--- config.mk ---
export PLATFORM = sky130hd
export DESIGN_NAME = rfft_ctrl_p
export DESIGN_NICKNAME = d
export VERILOG_FILES = /design/src/rtl/rfft_ctrl_p.sv
export SDC_FILE = /design/constraint.sdc
export NUM_CORES = 1
export LEC_CHECK = 0
export ABC_AREA = 1
export BUFFER_PORTS_ARGS = -buffer_cell sky130_fd_sc_hd__buf_2
export CAP_MARGIN = 20
export CORE_ASPECT_RATIO = 1.1
export CORE_MARGIN = 2
export CORE_UTILIZATION = 40
export DETAILED_ROUTE_END_ITERATION = 10
export HOLD_SLACK_MARGIN = 0.08
export PLACE_DENSITY = 0.69
export REMOVE_ABC_BUFFERS = 1
export SETUP_SLACK_MARGIN = 0.05
export SKIP_LAST_GASP = 1
export SYNTH_ARGS = -nofsm -noshare
export SYNTH_HDL_FRONTEND = slang
export SYNTH_SLANG_ARGS = --single-unit
--- constraint.sdc ---
create_clock -name clk_i -period 4.7 [get_ports clk_i]
set_input_delay 0.94 -clock clk_i [delete_from_list [all_inputs] [get_ports clk_i]]
set_output_delay 0.94 -clock clk_i [all_outputs]
set_load 0.005 [all_outputs]
--- src/rtl/rfft_ctrl_p.sv ---
// rfft_ctrl_p: stage/address sequencer for an in-place radix-2 real FFT.
// Walks NSTG stages. Each stage streams 2^AW butterfly reads, then waits
// PE_LAT cycles so the butterfly pipeline can drain its writes. An external
// load mode overrides every address and write strobe.
module rfft_ctrl_p #(
    parameter  int LOG2N  = 8,
    parameter  int PE_LAT = 2,
    localparam int AW     = LOG2N - 2,
    localparam int NSTG   = LOG2N - 1,
    localparam int SW     = $clog2(NSTG)
) (
    input  logic          clk_i,
    input  logic          rst_i,
    input  logic          start_i,
    input  logic          load_i,
    input  logic [AW-1:0] ext_addr_i,
    input  logic          ext_we_i,
    output logic          busy_o,
    output logic          done_o,
    output logic [SW-1:0] stage_o,
    output logic [AW-1:0] rd_addr0_o,
    output logic [AW-1:0] rd_addr1_o,
    output logic [AW-1:0] wr_addr0_o,
    output logic [AW-1:0] wr_addr1_o,
    output logic          we_o,
    output logic [AW-1:0] tf_addr_o,
    output logic          rd_swap_o,
    output logic          wr_swap_o,
    output logic          bypass_n_o
);

    localparam int DW = $clog2(PE_LAT + 1);
    localparam logic [AW-1:0] CNT_MAX  = {AW{1'b1}};
    localparam logic [SW-1:0] LAST_STG = SW'(NSTG - 1);
    localparam logic [DW-1:0] DRN_LAST = DW'(PE_LAT - 1);

    typedef enum logic [1:0] {S_IDLE, S_READ, S_DRAIN, S_DONE} state_t;

    state_t        state_q, state_d;
    logic [SW-1:0] stage_q, stage_d;
    logic [AW-1:0] cnt_q,   cnt_d;
    logic [DW-1:0] dcnt_q,  dcnt_d;

    // Delay line matching the butterfly pipeline: valid flag and read index.
    logic          vld_q     [PE_LAT];
    logic [AW-1:0] dly_cnt_q [PE_LAT];

    // Partner address: invert the top 'stage' bits of the index.
    function automatic logic [AW-1:0] inv_top(input logic [AW-1:0] a,
                                              input logic [SW-1:0] s);
        logic [AW-1:0] r;
        r = a;
        for (int i = 0; i < AW; i++)
            if (i >= AW - int'(s)) r[i] = ~a[i];
        return r;
    endfunction

    // Sequencer state register.
    // NOTE: sequential state uses non-blocking assignments so every register
    // samples pre-edge values, independent of block ordering.
    always_ff @(posedge clk_i or posedge rst_i) begin
        if (rst_i) begin
            state_q <= S_IDLE;
            stage_q <= '0;
            cnt_q   <= '0;
            dcnt_q  <= '0;
        end else begin
            state_q <= state_d;
            stage_q <= stage_d;
            cnt_q   <= cnt_d;
            dcnt_q  <= dcnt_d;
        end
    end

    // Next-state logic: load aborts, otherwise READ/DRAIN per stage.
    // NOTE: every variable gets a default first so no path can infer a latch.
    always_comb begin
        state_d = state_q;
        stage_d = stage_q;
        cnt_d   = cnt_q;
        dcnt_d  = dcnt_q;
        if (load_i) begin
            state_d = S_IDLE;
            stage_d = '0;
            cnt_d   = '0;
            dcnt_d  = '0;
        end else begin
            case (state_q)
                S_IDLE, S_DONE: begin
                    if (start_i) begin
                        state_d = S_READ;
                        stage_d = '0;
                        cnt_d   = '0;
                    end
                end
                S_READ: begin
                    if (cnt_q == CNT_MAX) begin
                        state_d = S_DRAIN;
                        dcnt_d  = '0;
                        cnt_d   = '0;
                    end else begin
                        cnt_d = cnt_q + 1'b1;
                    end
                end
                S_DRAIN: begin
                    if (dcnt_q == DRN_LAST) begin
                        if (stage_q != LAST_STG) begin
                            state_d = S_READ;
                            stage_d = stage_q + 1'b1;
                            cnt_d   = '0;
                        end else begin
                            state_d = S_DONE;
                        end
                    end else begin
                        dcnt_d = dcnt_q + 1'b1;
                    end
                end
                default: state_d = S_IDLE;
            endcase
        end
    end

    // Valid/index delay line; flushed by load so aborted reads never write.
    // NOTE: this small array is reset on purpose; a stale valid bit after
    // reset would fire a spurious bank write.
    always_ff @(posedge clk_i or posedge rst_i) begin
        if (rst_i) begin
            for (int i = 0; i < PE_LAT; i++) begin
                vld_q[i]     <= 1'b0;
                dly_cnt_q[i] <= '0;
            end
        end else if (load_i) begin
            for (int i = 0; i < PE_LAT; i++) begin
                vld_q[i]     <= 1'b0;
                dly_cnt_q[i] <= '0;
            end
        end else begin
            vld_q[0]     <= (state_q == S_READ);
            dly_cnt_q[0] <= cnt_q;
            for (int i = 1; i < PE_LAT; i++) begin
                vld_q[i]     <= vld_q[i-1];
                dly_cnt_q[i] <= dly_cnt_q[i-1];
            end
        end
    end

    // Address, swap and strobe outputs; load mode overrides combinationally.
    always_comb begin
        busy_o     = ((state_q == S_READ) || (state_q == S_DRAIN)) && !load_i;
        done_o     = (state_q == S_DONE);
        stage_o    = stage_q;
        bypass_n_o = (stage_q != LAST_STG);
        rd_addr0_o = '0;
        rd_addr1_o = '0;
        tf_addr_o  = '0;
        rd_swap_o  = 1'b0;
        wr_swap_o  = 1'b0;
        wr_addr0_o = dly_cnt_q[PE_LAT-1];
        wr_addr1_o = inv_top(dly_cnt_q[PE_LAT-1], stage_q);
        we_o       = vld_q[PE_LAT-1];
        if (state_q == S_READ) begin
            rd_addr0_o = cnt_q;
            rd_addr1_o = inv_top(cnt_q, stage_q);
            if (stage_q != LAST_STG) tf_addr_o = cnt_q << stage_q;
            for (int i = 0; i < AW; i++)
                if (i == AW - int'(stage_q)) rd_swap_o = cnt_q[i];
        end
        for (int i = 0; i < AW; i++)
            if (i == AW - 1 - int'(stage_q)) wr_swap_o = dly_cnt_q[PE_LAT-1][i];
        if (load_i) begin
            rd_addr0_o = ext_addr_i;
            rd_addr1_o = ext_addr_i;
            wr_addr0_o = ext_addr_i;
            wr_addr1_o = ext_addr_i;
            tf_addr_o  = ext_addr_i;
            we_o       = ext_we_i;
            rd_swap_o  = 1'b0;
            wr_swap_o  = 1'b0;
        end
    end

endmodule

After elaboration in Yosys (flattened, before gate mapping):

Index checks and enable logic that the tools add are counted.

* equality and inequality tests: 21
* add/subtract/negate cells: 5
* shift operators: 1
* bitwise operators: 12
* muxes and demuxes: 60
* reduce and logical (&&, ||, !) cells: 13
* $lt $le $gt $ge: 6

Operators by type and width (number)
* 2-to-1 mux 6 bit: 14
* zero test 32 bit: 2
* 2-to-1 mux 1 bit: 28
* 2-to-1 mux 2 bit: 9
* inequality test 3 bit (second input constant): 6
* one-hot mux 6 bit (3 select lines): 1
* == test 3 x 4 -> 1 bit (first input constant): 4
* == test 4 bit (first input constant): 4
* 2-to-1 mux 12 bit: 1
* 2-to-1 mux 3 bit: 4
* inverter 1 bit: 12
* AND reduction 3 bit: 3
* == test 2 x 4 -> 1 bit (first input constant): 2
* >= comparator 3 x 4 -> 1 bit (first input constant): 2
* >= comparator 4 bit (first input constant): 2
* subtractor 3 x 3 -> 4 bit (first input constant): 2
* adder 6 x 1 -> 6 bit (second input constant): 1
* == test 6 bit (second input constant): 1
* one-hot mux 2 bit (3 select lines): 1
* one-hot mux 3 bit (2 select lines): 1
* nonzero test 3 bit: 2
* << shifter 6 x 3 -> 6 bit: 1
* == test 2 x 1 -> 1 bit (second input constant): 2
* == test 2 bit (second input constant): 2
* 11 further kinds: 11

* register bits after elaboration: 27
* output and inout bits: 39

Longest topological paths before layout:

* word-level depth: 10
* depth in mapped cells: 12

Least setup slack after synthesis:

No wires, ideal clock.

* kind: input-to-output
* start point: input port load_i
* end point: output port tf_addr_o[3]
* arrival: 1697 ps
* slack: 2063 ps
* cell stages on the path: 7
* cell sequence: buf_6 nor2_2 buf_6 inv_2 nor2_2 o21ai_0 o21ai_1

* word-level cells in the longest chain between the ends: 1

Ends and longest elaborated chain
* from (decl): line 15 `input logic load_i,`
* 2-to-1 mux 6 bit: line 170 `if (load_i) begin`
* to (decl): line 26 `output logic [AW-1:0] tf_addr_o,`

No other way between the ends.

Worst setup path in the final report:

* start point: register stage_q[0] (netlist: stage_o[0])
* end point: output port rd_swap_o

* word-level cells in the longest chain between the ends: 10
* elaborated cells on any way between the ends: 15
* those cells by class: add/sub: 1; eq/ne: 5; mux: 8; reduce/logical: 1

Ends and longest elaborated chain
* from (decl): line 40 `logic [SW-1:0] stage_q, stage_d;`
* from (signal assigned): line 69 `stage_q <= stage_d;`
* subtractor 3 x 3 -> 4 bit (*): line 166 `if (i == AW - int'(stage_q)) rd_swap_o = cnt_q[i];`
* zero test 32 bit: line 166
* 2-to-1 mux 1 bit (5 in series): line 166
* 2-to-1 mux 1 bit (*): line 166
* 2-to-1 mux 1 bit (*): line 161 `if (state_q == S_READ) begin`
* 2-to-1 mux 1 bit (*): line 170
* to (decl): line 27 `output logic rd_swap_o,`

Every way passes the cells marked *; elsewhere a longest branch is shown, timed or not.

==> results.py <==
metrics = {
    "sta": {
        "fin_skew_ns": 0.00866,
        "slew_headroom_pct": 59.1,
        "tightest_slew_ns": 0.614,
        "finalHoldViolCount": 0,
        "setup_tns_ns": 0,
        "slew_violations": 0,
        "finalSetupViolCount": 0,
        "finalCriticalPeriod_ns": 3.34,
        "rsz0062_at_grt": "false",
        "timing.fmax_mhz": 299,
        "timing.final.crit_share_pct": 71.1,
    },
    "routing": {
        "dr_wl_met2_um": 2830,
        "wirelength_um": 5650,
        "wl_per_cell_um": 13.0,
        "drc": 0,
        "drtPass1Iterations": 5,
        "drt_iter0_markers": 137,
        "wl_met3_um": 249,
        "top_layer": "met4",
        "vias": 2172,
        "drtAntennaViolNets": 0,
        "vias_per_cell": 4.98,
        "wl_met1_um": 2500,
    },
    "yosys": {
        "synth_flop_cell": "dfrtp_1",
        "synth_top_area_share_pct": 31.5,
        "synth_cells": 319,
        "postSynthAreaPerCell_um2": 6.71,
        "synthTopCellsByArea": "dfrtp_1 32%, nand2_1 19%, ha_1 8.2%",
        "synth_cell_type_count": 28,
        "synth_seq_cells": 27,
        "ys_async_sr_fraction_pct": 100,
        "synth_edf_count": 0,
        "synth_seq_area_share_pct": 31.5,
        "synth.largest_area_cell": "dfrtp_1",
        "syn_area_um2": 2140,
        "synth_warnings": 0,
    },
    "worst_setup_path": {
        "required_ns": 3.76,
        "critPathKind": "flip-flop to primary output",
        "ff2ff_setup_slack_ns": 2.39,
        "arrival_ns": 2.40,
        "start_kind": "flip-flop",
        "slowest_delay_ns": 0.74,
        "crit_chain": "inv_1 > ha_1 > nand2_1 > nand2_1 > nand3_1 > a21oi_1 > nor2_1 > nor2_1 > buf_2",
        "path_max_fanout": 19,
        "slowest_stage": "dfrtp_1",
        "end_kind": "primary output",
    },
    "clock_tree": {
        "clkTransAtPathRegs_ns": 0.10,
        "cts_setup_buffers": 0,
        "cts-htree-levels": 1,
        "clkLatencyLatePin_ns": 0.28,
        "clkSinkCount": 27,
        "clock_path_buffers": 2,
        "cts_buffers": 3,
        "cts_resized": 0,
        "holdBufCountCts": 0,
        "cts_root_buffer": "clkbuf_8",
        "cts_tree": "yes",
    },
    "global_route": {
        "track_usage_pct": 19.8,
        "grt_pass1_vias": 1948,
        "grt-ovfl-total": 0,
        "grt_max_degree": 31,
        "grt_pass1_wl_um": 9140,
        "antenna_found_initial": 0,
    },
    "outcome": {
        "outcome": "complete, no violations",
    },
    "power_and_ir_drop": {
        "powerDensity_nw_per_um2": 277,
        "p_switching_uw": 283,
        "ir_drop_uv": 168,
        "seqPwrFrac_pct": 40.4,
        "pwr-share-clk_pct": 19.6,
        "internal-power_uw": 405,
        "p_leak_uw": 0.00137,
        "combPwrFrac_pct": 40.0,
        "power_switching_share_pct": 41.1,
    },
    "floorplanning": {
        "ios": 50,
        "die_width_um": 73.8,
        "die-area_um2": 5960,
        "die_y_um": 80.8,
        "num_rows": 27,
        "start_util_pct": 42.0,
        "coreArea_um2": 5100,
    },
    "flow_run": {
        "drv_cap": 0,
    },
    "layout": {
        "utilization_pct": 48.7,
        "antenna_cells": 0,
        "nets": 390,
        "fill_cells": 524,
        "syn_to_final_growth_pct": 16.1,
        "drive_gt1_share_pct": 21.2,
    },
    "placement": {
        "dp_hpwl_um": 4270,
        "place_congestion": 0.856,
        "port_buffers": 49,
    },
    "hold_path": {
        "hold_class": "flip-flop to flip-flop",
    },
}
==> cell usage in the layout (no fill, tap or decap), types with 2 or more instances in the layout <==
cell,synthesis,final
nor2_2,4,4
buf_2,4,49
o21ai_0,20,20
clkbuf_8,0,3
inv_1,37,37
nor2_1,27,27
xor2_1,3,3
inv_2,5,5
o21ai_1,8,8
dfrtp_1,27,27
a21oi_1,10,10
nand4_1,2,2
nand3_1,22,22
nand2_2,4,4
nand2_4,2,2
nor2_4,2,2
o21ai_2,3,3
ha_1,14,14
o211ai_1,4,4
nor3_1,2,2
nand2_1,109,109
==> synth_stat cells (4+ instances only) <==
cell / instances
nand2_1: 109
inv_1: 37
dfrtp_1: 27
nor2_1: 27
nand3_1: 22
o21ai_0: 20
ha_1: 14
a21oi_1: 10
o21ai_1: 8
inv_2: 5
buf_2: 4
nand2_2: 4
nor2_2: 4
o211ai_1: 4
==> state kept, by name (all words and copies together) (netlist names) <==
signal and cells:
state_q 2, stage_o 3, dly_cnt_q 12, vld_q 2, cnt_q 6, dcnt_q 2
==> final timing paths <==
| path | startpoint | to | cells past startpoint |
|---|---|---|---|
| max in group asynchronous | rst_i | stage_o[0]$_DFFE_PP0P_ | 3 |
| setup / recovery | stage_o[0]$_DFFE_PP0P_ | rd_swap_o | 9 |
| hold / removal | dly_cnt_q[8]$_DFF_PP0_ | dly_cnt_q[2]$_DFF_PP0_ | 2 |
| min in group asynchronous | rst_i | vld_q[0]$_DFF_PP0_ | 2 |
| hold reg to reg | dly_cnt_q[8]$_DFF_PP0_ | dly_cnt_q[2]$_DFF_PP0_ | 2 |
| setup reg to reg | stage_o[0]$_DFFE_PP0P_ | stage_o[0]$_DFFE_PP0P_ | 8 |
==> area by class of cell <==
cell class | instances | area (µm²) | share of cell area [%]
Clock inverter | 1 | 5.00 | 0.201
Clock buffer | 3 | 41.3 | 1.66
Timing Repair Buffer | 50 | 273 | 11.0
Inverter | 42 | 158 | 6.34
Tap cell | 72 | 90.1 | 3.62
Multi-Input combinational cell | 241 | 1240 | 50.0
Sequential cell | 27 | 676 | 27.2
==> power groups by stage <==
stage	clock network, µW	registers (µW)	logic [µW]
after global routing	148	281	310
after detailed placement	0	282	271
after CTS	137	277	273
after floorplan	0	274	193
after global placement	0	281	268
final	135	278	275
==> per-stage QoR <==
stage	instance area, µm²	setup slack, ns	hold WS [ns]	power, µW	std cells
floorplan	2080	2.10	0.434	467	310
global placement	2410	1.43	0.440	550	431
detailed placement	2410	1.39	0.449	553	431
CTS	2460	1.39	0.470	687	435
global route	2490	1.08	0.499	740	436
finish	2490	1.36	0.470	688	436
==> per-layer routing <==
metal  global-route usage, %  vias to the layer above
li1                        -                     1092
met1                    25.7                     1012
met2                    34.6                       61
met3                    2.11                        7
met4                    5.82                        0
met5                       0                        -
==> cells by family (layout without fill, tap and decap cells) <==
family	Yosys count	after routing	share of synthesized area [%]
flops	27	27	31.5
xor+xnor	4	4	1.64
fa+ha+maj	14	14	8.18
compound gates	46	46	12.0
simple gates	177	177	36.2
buf+inv	51	96	10.4
==> critical path: cells and delay by family (launching register included) <==
kind                     cells  cell delay [ns]
buffers and inverters        2             0.41
flip-flops                   1             0.74
AND/OR/NAND/NOR              5             0.39
AO/OA/AOI/OAI                1             0.14
adder cells (fa/ha/maj)      1             0.43
Note: power is estimated with default switching activity, not from simulation.
